--- src/rtl/uart_pkg.sv ---
// Shared UART definitions: parity mode encodings, serial parity FSM states,
// and the mode-select helper used by the parity calculators.
package uart_pkg;

    typedef enum logic [1:0] {
        PAR_EVEN  = 2'b00,
        PAR_ODD   = 2'b01,
        PAR_MARK  = 2'b10,
        PAR_SPACE = 2'b11
    } par_typ_t;

    typedef enum logic [1:0] {
        SER_IDLE  = 2'b00,
        SER_ACCUM = 2'b01,
        SER_DONE  = 2'b10
    } ser_state_t;

    // Turns a raw XOR reduction into the parity bit for the selected mode.
    function automatic logic par_select(input logic en, input par_typ_t typ, input logic x);
        logic r;
        r = 1'b0;
        if (en) begin
            case (typ)
                PAR_EVEN:  r = x;
                PAR_ODD:   r = ~x;
                PAR_MARK:  r = 1'b1;
                default:   r = 1'b0;
            endcase
        end
        return r;
    endfunction

endpackage

--- src/rtl/uart_parity_fn.sv ---
// Combinational parity calculator: clamps the length to DATA_WIDTH, masks
// bits above the effective length, reduces and applies the parity mode.
module uart_parity_fn
    import uart_pkg::*;
#(
    parameter int unsigned DATA_WIDTH = 8,
    parameter int unsigned LEN_W      = $clog2(DATA_WIDTH + 1)
) (
    input  logic [DATA_WIDTH-1:0] data,
    input  logic [LEN_W-1:0]      len,
    input  logic [1:0]            typ,
    input  logic                  en,
    output logic                  par
);

    logic [LEN_W-1:0] len_eff;
    logic             red;

    // Masked XOR reduction over the LSB-justified data bits, then mode select.
    always_comb begin
        len_eff = (len > LEN_W'(DATA_WIDTH)) ? LEN_W'(DATA_WIDTH) : len;
        red     = 1'b0;
        for (int unsigned i = 0; i < DATA_WIDTH; i++) begin
            if (LEN_W'(i) < len_eff) begin
                red = red ^ data[i];
            end
        end
        par = par_select(en, par_typ_t'(typ), red);
    end

endmodule

--- src/rtl/uart_parity_unit.sv ---
// Registered UART parity unit: a one-cycle parallel parity path for the Tx
// frame builder and a serial accumulate/check path for shifted data.
module uart_parity_unit
    import uart_pkg::*;
#(
    parameter int unsigned DATA_WIDTH = 8,
    parameter int unsigned LEN_W      = $clog2(DATA_WIDTH + 1)
) (
    input  logic                  clk,
    input  logic                  rst,
    input  logic                  par_en,
    input  logic [1:0]            par_typ,
    input  logic [LEN_W-1:0]      data_len,
    input  logic                  data_valid,
    input  logic [DATA_WIDTH-1:0] p_data,
    output logic                  par_bit,
    output logic                  par_valid,
    input  logic                  ser_clr,
    input  logic                  ser_en,
    input  logic                  ser_bit,
    output logic                  ser_par,
    output logic                  ser_done,
    input  logic                  chk_en,
    input  logic                  rx_par,
    output logic                  par_err
);

    // ---------------- parallel path ----------------
    logic par_d;

    uart_parity_fn #(
        .DATA_WIDTH (DATA_WIDTH),
        .LEN_W      (LEN_W)
    ) u_par_fn (
        .data (p_data),
        .len  (data_len),
        .typ  (par_typ),
        .en   (par_en),
        .par  (par_d)
    );

    // Capture the parity of the strobed word; pulse valid for one cycle.
    always_ff @(posedge clk or negedge rst) begin
        if (!rst) begin
            par_bit   <= 1'b0;
            par_valid <= 1'b0;
        end else begin
            par_valid <= data_valid;
            if (data_valid) begin
                par_bit <= par_d;
            end
        end
    end

    // ---------------- serial path ----------------
    ser_state_t       state, state_d;
    logic [LEN_W-1:0] cnt, cnt_d;
    logic             acc, acc_d;
    par_typ_t         cfg_typ, cfg_typ_d;
    logic             cfg_en, cfg_en_d;
    logic [LEN_W-1:0] cfg_len, cfg_len_d;
    logic             err_d;
    logic             ser_par_d;
    logic [LEN_W-1:0] clr_len;

    assign clr_len  = (data_len > LEN_W'(DATA_WIDTH)) ? LEN_W'(DATA_WIDTH) : data_len;
    assign ser_done = (state == SER_DONE);

    // ser_par is computed from the next-state accumulator and config so the
    // register always agrees with acc/config after the same edge.
    uart_parity_fn #(
        .DATA_WIDTH (1)
    ) u_ser_fn (
        .data (acc_d),
        .len  (1'b1),
        .typ  (cfg_typ_d),
        .en   (cfg_en_d),
        .par  (ser_par_d)
    );

    // Serial FSM next state: frame start, bit accumulation and parity check.
    always_comb begin
        state_d   = state;
        cnt_d     = cnt;
        acc_d     = acc;
        cfg_typ_d = cfg_typ;
        cfg_en_d  = cfg_en;
        cfg_len_d = cfg_len;
        err_d     = par_err;
        if (ser_clr) begin
            cfg_typ_d = par_typ_t'(par_typ);
            cfg_en_d  = par_en;
            cfg_len_d = clr_len;
            cnt_d     = '0;
            acc_d     = 1'b0;
            err_d     = 1'b0;
            state_d   = (clr_len == '0) ? SER_DONE : SER_ACCUM;
        end else begin
            case (state)
                SER_ACCUM: begin
                    if (ser_en) begin
                        acc_d = acc ^ ser_bit;
                        cnt_d = cnt + LEN_W'(1);
                        if (cnt_d == cfg_len) begin
                            state_d = SER_DONE;
                        end
                    end
                end
                SER_DONE: begin
                    if (chk_en && cfg_en && (rx_par != ser_par)) begin
                        err_d = 1'b1;
                    end
                end
                default: ;
            endcase
        end
    end

    // Serial state, accumulator, latched config and result registers.
    always_ff @(posedge clk or negedge rst) begin
        if (!rst) begin
            state   <= SER_IDLE;
            cnt     <= '0;
            acc     <= 1'b0;
            cfg_typ <= PAR_EVEN;
            cfg_en  <= 1'b1;
            cfg_len <= LEN_W'(DATA_WIDTH);
            ser_par <= 1'b0;
            par_err <= 1'b0;
        end else begin
            state   <= state_d;
            cnt     <= cnt_d;
            acc     <= acc_d;
            cfg_typ <= cfg_typ_d;
            cfg_en  <= cfg_en_d;
            cfg_len <= cfg_len_d;
            ser_par <= ser_par_d;
            par_err <= err_d;
        end
    end

endmodule

--- config.mk ---
export PLATFORM = sky130hd
export DESIGN_NAME = uart_parity_unit
export DESIGN_NICKNAME = d
export VERILOG_FILES = /design/src/rtl/uart_pkg.sv /design/src/rtl/uart_parity_fn.sv /design/src/rtl/uart_parity_unit.sv
export SDC_FILE = /design/constraint.sdc
export NUM_CORES = 1
export LEC_CHECK = 0
export ABC_AREA = 1
export CAP_MARGIN = 0
export CORE_ASPECT_RATIO = 1.25
export CORE_MARGIN = 10
export CORE_UTILIZATION = 36
export CTS_BUF_LIST = sky130_fd_sc_hd__clkbuf_4
export DETAILED_ROUTE_END_ITERATION = 8
export SKIP_LAST_GASP = 1
export SLEW_MARGIN = 20
export SYNTH_ARGS = -nofsm -noshare
export SYNTH_HDL_FRONTEND = slang
export SYNTH_SLANG_ARGS = --single-unit
--- constraint.sdc ---
create_clock -name clk -period 1.47 [get_ports clk]
set_input_delay 0.2205 -clock clk [delete_from_list [all_inputs] [get_ports clk]]
set_output_delay 0.2205 -clock clk [all_outputs]
set_load 0.01 [all_outputs]
==> metrics.txt, run 1 <==
run status=finished clean; layout cell share with drive strength beyond 1=26.7%; Switch Pwr=411 uW; Critical Path End Type=flip-flop; antenna viol nets, final=0; post-detailed-route wirelength per cell=11.9 um; crit path launch type=flip-flop; Area growth syn-to-layout=57.4%; non-filler instance count after layout=229; fraction of post-synthesis cell area in the top cell type by area=37.8%; overall fraction of global-route tracks in use=10.4%; library cell with the largest summed area after synthesis=dfrtp_1; mean post-synth cell area=7.52 um2; combinational share of power=37.6%; leading cell types by total area after synthesis=dfrtp_1, nand2_1, inv_1; TritonCTS clock tree=done; Fmax achieved=0.695 GHz; register area share after synthesis=42.7%; post-detailed-route via-to-cell ratio=4.71; Die Y=80.7 um; count of cell types in the netlist=22; GRT Residual Overflow=0; Fill cells=265; largest buffer count on any clock path=2; IR drop worst, VDD=0.000467 V; RePlAce Congestion=0.806; final cycle utilization of the critical path=97.8%; nets@finish=221; dominant register cell in the synthesized netlist=dfrtp_1; final number of hold-violating endpoints=0; buffers added on ports=27; FF+latch count, synth=18; total length of routed wires=2730 um; netlist area before placement=0.00106 mm2; cell count of the worst reg-to-reg path=5; crit path max-delay cell type=dfrtp_1; cell-by-cell listing of the critical path=ha_4 -> xor2_2 -> nor4_2 -> a21oi_2 -> a21boi_1; DR iter-0 viols=27; Commonest cells post-synth=nand2_1, inv_1, dfrtp_1; diodes inserted=0; clock buffers created by TritonCTS=3; placement row count=21; class of the tightest hold or removal check=input pin to asynchronous set/reset pin; die area=0.00553 mm2; slew margin rel.=80.2%; endpoint required time on the critical path=1680 ps; antenna violations before repair=0; clock period minus final worst setup slack=1440 ps; total power per unit cell area=791 mW/mm2; dominant cell by count in the synthesized netlist=nand2_1; via count=1078; via count of the first global-routing pass=1167; setup repair after global routing missed its margin=true; Clock power frac=18.1%; worst slew pin tran=296 ps; post-detailed-placement half-perimeter wirelength=2120 um; Clk pin slew, worst setup/hold paths=100 ps; setup violation total in the final timing report=0; Sw Ratio=31.2%; portion of total power attributed to sequential cells=44.4%; width of the die=68.5 um; data arrival at the endpoint of the critical path=1650 ps; maximum single-stage delay on the critical path=440 ps; buffer cell driving the clock tree root=clkbuf_4; Worst Hold Slack=248 ps; core area=0.00276 mm2; Critical Path Fanout Max=2; number of instances in the synthesized netlist=141; number of sinks driven by the clock tree=18; type of the worst setup path=flip-flop to flip-flop; Static Leakage=0.000872 uW; count of pins over their slew limit=0; number of enable-type register cells in the synthesized netlist=0; Net Count, Synth=165; Syn. warnings=0; top-level port count=28; Post-Place Cells=220; wire length of the first global-routing pass=4630 um; clock network latency to the later pin of the worst-skew pair=280 ps; number of maximum-capacitance constraint violations=0; share of flip-flops with an asynchronous set or reset=100%; fin util=60.5%; iteration count of the initial detailed-routing pass=4; DRC Markers=0; maximum number of pins on one net before global-route repair=19; worst clock skew=4.18 ps; total of hold buffers inserted after clock tree synthesis=0; H-tree depth reported by CTS=1; internal power=909 uW; Initial Utilization=38.4%
metal layers:
metal / track usage, % / wire length (um) / vias to the layer above / part of all wire [%]
li1: - / - / 558 / -
met1: 10.6 / 1110 / 484 / 41
met2: 18.2 / 1370 / 30 / 50
met3: 2.78 / 170 / 6 / 6.2
met4: 6.25 / 74 / 0 / 2.7
met5: 0 / 0 / - / 0
cells by family (layout without fill, tap and decap cells):
group	count (synthesis)	in the layout	synth area share, %
xor+xnor	7	7	5.79
simple gates	73	73	32.3
flops	18	18	42.7
compound gates	17	17	9.09
fa+ha+maj	1	1	1.18
buf+inv	25	79	8.85
final cells by class:
type	count	area, um2	share of cell area [%]
clock buffers	3	22.5	1.35
inverters	24	90.1	5.40
multi-input cells	98	591	35.4
flip-flops and latches	18	453	27.2
well taps	34	42.5	2.55
repair buffers	52	469	28.1
power by group through the flow:
stage	clock (uW)	combinational (uW)	sequential, uW
floorplan	0	185	590
global placement	0	387	580
detailed placement	0	396	583
CTS	251	413	573
global route	279	551	591
finish	239	496	586
flip-flops by register name, summed over array words and instances, names as in the netlist, 2 cells and up:
| register | flops |
|---|---|
| cfg_typ | 2 |
| cnt | 4 |
| cfg_len | 4 |
| state | 2 |
critical path: cells and delay by family (launching register included):
family | cells | cell delay, ps
simple gates | 1 | 290
flops | 1 | 440
xor+xnor | 1 | 140
compound gates | 2 | 230
fa+ha+maj | 1 | 260
cell usage in the layout, fill, tap and decap left out, drive strengths merged:
| cell type | instances |
|---|---|
| nand3 | 17 |
| clkbuf | 4 |
| nand2 | 45 |
| dlymetal6s2s | 4 |
| ha | 1 |
| dfrtp | 16 |
| a21oi | 5 |
| dlygate4sd2 | 1 |
| xor2 | 5 |
| xnor2 | 2 |
| nor2 | 7 |
| o31ai | 3 |
| inv | 23 |
| nand3b | 2 |
| a31oi | 1 |
| nor4 | 1 |
| dfstp | 2 |
| clkdlybuf4s15 | 1 |
| nand4 | 1 |
| clkdlybuf4s50 | 20 |
| buf | 25 |
| a21boi | 1 |
| clkinv | 1 |
| o21ai | 7 |
path summary, 6_finish.rpt:
check / from / endpoint / slack, ps
worst min register to register: par_bit$_DFFE_PN0P_ / par_bit$_DFFE_PN0P_ / 490
worst min-delay path: rst / cnt[3]$_DFFE_PN0P_ / 250
min in group clk: data_len[3] / cfg_len[1]$_DFFE_PN0P_ / 350
worst max-delay path: cnt[0]$_DFFE_PN0P_ / state[1]$_DFFE_PN0P_ / 30
max in group asynchronous: rst / cfg_en$_DFF_PN1_ / 960
worst max register to register: cnt[0]$_DFFE_PN0P_ / state[1]$_DFFE_PN0P_ / 30
per-stage QoR:
step	TNS [ps]	total power [uW]	worst slack, ps	instance area (um2)
2_1_floorplan	0	776	24.7	1060
3_3_place_gp	-687	967	-428	1510
3_5_place_dp	-905	979	-457	1510
4_1_cts	-128	1240	-69.8	1570
5_1_grt	-155	1420	-74.4	1670
6_report	0	1320	31.8	1670
timing repair:
action                     in CTS  in global routing
gates resized for setup         9                 20
setup buffers                   3                  3
pin swaps                       9                 11
setup endpoints to repair       4                  6
(Power assumes the default switching activity.)
==> inputs of run 2 (changes only) <==
- CAP_MARGIN: 0 -> 20
- RECOVER_POWER: not set -> 25
==> metrics.txt, run 2 (synthesized netlist as in run 1, its figures left out) <==
smallest setup slack after layout=31.8 ps; setup violation total in the final timing report=0; buffer cell driving the clock tree root=clkbuf_4; Area growth syn-to-layout=57.0%; total power per unit cell area=792 mW/mm2; fin util=60.3%; run status=finished clean; width of the die=68.5 um; Final TNS setup=0 ps; Die Y=80.7 um; IR drop worst, VDD=0.000466 V; type of the worst setup path=flip-flop to flip-flop; clock period minus final worst setup slack=1440 ps; nets@finish=221; GRT Residual Overflow=0; worst slew pin tran=991 ps; endpoint required time on the critical path=1680 ps; slew margin rel.=33.9%; fraction of met1 tracks used by global routing=10.6%; met3 Resource Use GR=2.78%; top flop regs=cfg_len: 4 flops, cnt: 4 flops; iteration count of the initial detailed-routing pass=4; Fmax achieved=0.695 GHz; data arrival at the endpoint of the critical path=1650 ps; Critical Path Fanout Max=2; setup repair after global routing missed its margin=true; DRC Markers=0; via count=1080; clock buffers created by TritonCTS=3; met2 GRT Util=18.2%; die area=0.00553 mm2; Static Leakage=0.000869 uW; placement row count=21; Critical Path End Type=flip-flop; antenna viol nets, final=0; DR iter-0 viols=27; crit path launch type=flip-flop; clock network latency to the later pin of the worst-skew pair=280 ps; final cycle utilization of the critical path=97.8%; antenna violations before repair=0; core area=0.00276 mm2; final number of hold-violating endpoints=0; top-level port count=28; number of sinks driven by the clock tree=18; overall fraction of global-route tracks in use=10.4%; via count of the first global-routing pass=1167; worst clock skew=4.18 ps; number of maximum-capacitance constraint violations=0; post-detailed-placement half-perimeter wirelength=2120 um; H-tree depth reported by CTS=1; post-detailed-route wirelength per cell=11.9 um; RePlAce Congestion=0.806; class of the tightest hold or removal check=input pin to flip-flop; diodes inserted=0; buffers added on ports=27; wire length of the first global-routing pass=4630 um; TritonCTS clock tree=done; largest buffer count on any clock path=2; pre-CTS setup slack=-457 ps; layout cell share with drive strength beyond 1=26.2%; post-detailed-route via-to-cell ratio=4.72; Initial Utilization=38.4%; count of pins over their slew limit=0; Clk pin slew, worst setup/hold paths=100 ps; total length of routed wires=2730 um; maximum number of pins on one net before global-route repair=19; total of hold buffers inserted after clock tree synthesis=0; global-route layer with the greatest usage=met2; commonest cells after routing, fill and taps aside=nand2_1, buf_4, inv_1; most frequent standard cell in the layout excluding fill and tap cells=nand2_1
==> run 2: cell types whose count changed in the layout (fill, tap and decap cells not counted), sizes merged <==
cell           before  now
dlygate4sd3         0    1
buf                25   24
clkdlybuf4s50      20   19
clkbuf              4    5
==> run 2: cell type report <==
type	instances	area (um2)
inverter	24	90.1
timing repair buffer	52	465
clock buffer	3	22.5
multi-input combinational	98	591
sequential	18	453
tap	34	42.5
fill	267	1090
==> run 2: path summary, 6_finish.rpt <==
| path | start | end | slack, ps | cells after the start |
|---|---|---|---|---|
| worst min-delay path | data_len[3] | cfg_len[1]$_DFFE_PN0P_ | 350 | 3 |
| worst max-delay path | cnt[0]$_DFFE_PN0P_ | state[1]$_DFFE_PN0P_ | 30 | 5 |
| worst min register to register | par_bit$_DFFE_PN0P_ | par_bit$_DFFE_PN0P_ | 490 | 2 |
| worst max register to register | cnt[0]$_DFFE_PN0P_ | state[1]$_DFFE_PN0P_ | 30 | 5 |
| max in group asynchronous | rst | par_err$_DFFE_PN0P_ | 270 | 2 |
| min in group asynchronous | rst | cnt[3]$_DFFE_PN0P_ | 600 | 2 |
==> run 2: per-stage QoR <==
stage                     hold slack, ps  instances  area (um2)  power, uW
final                                346        229        1660       1320
after global routing                 347        229        1660       1420
after CTS                            253        226        1570       1240
after detailed placement             476        220        1510        979
after global placement               463        220        1510        967
after floorplan                    -75.1        141        1060        776
==> run 2: worst max-delay path, stage by stage (launching register included) <==
cell,delay (ps)
dfrtp_1,440
ha_4,260
xor2_2,140
nor4_2,290
a21oi_2,100
a21boi_1,130
==> run 2: report_power, final <==
| part | switching [uW] | internal (uW) | total (uW) |
|---|---|---|---|
| logic | 228 | 265 | 494 |
| registers | 39.3 | 546 | 586 |
| clock network | 144 | 95.1 | 239 |
| total | 411 | 907 | 1320 |
==> run 2: routing by layer <==
layer | wire (um) | vias to the layer above
li1 | - | 558
met1 | 1110 | 486
met2 | 1370 | 30
met3 | 170 | 6
met4 | 74 | 0
met5 | 0 | -
==> run 2: repair_timing <==
action / in CTS / in global routing
setup endpoints to repair: 4 / 6
pin swaps: 9 / 11
resized for setup: 9 / 20
setup buffers: 3 / 3
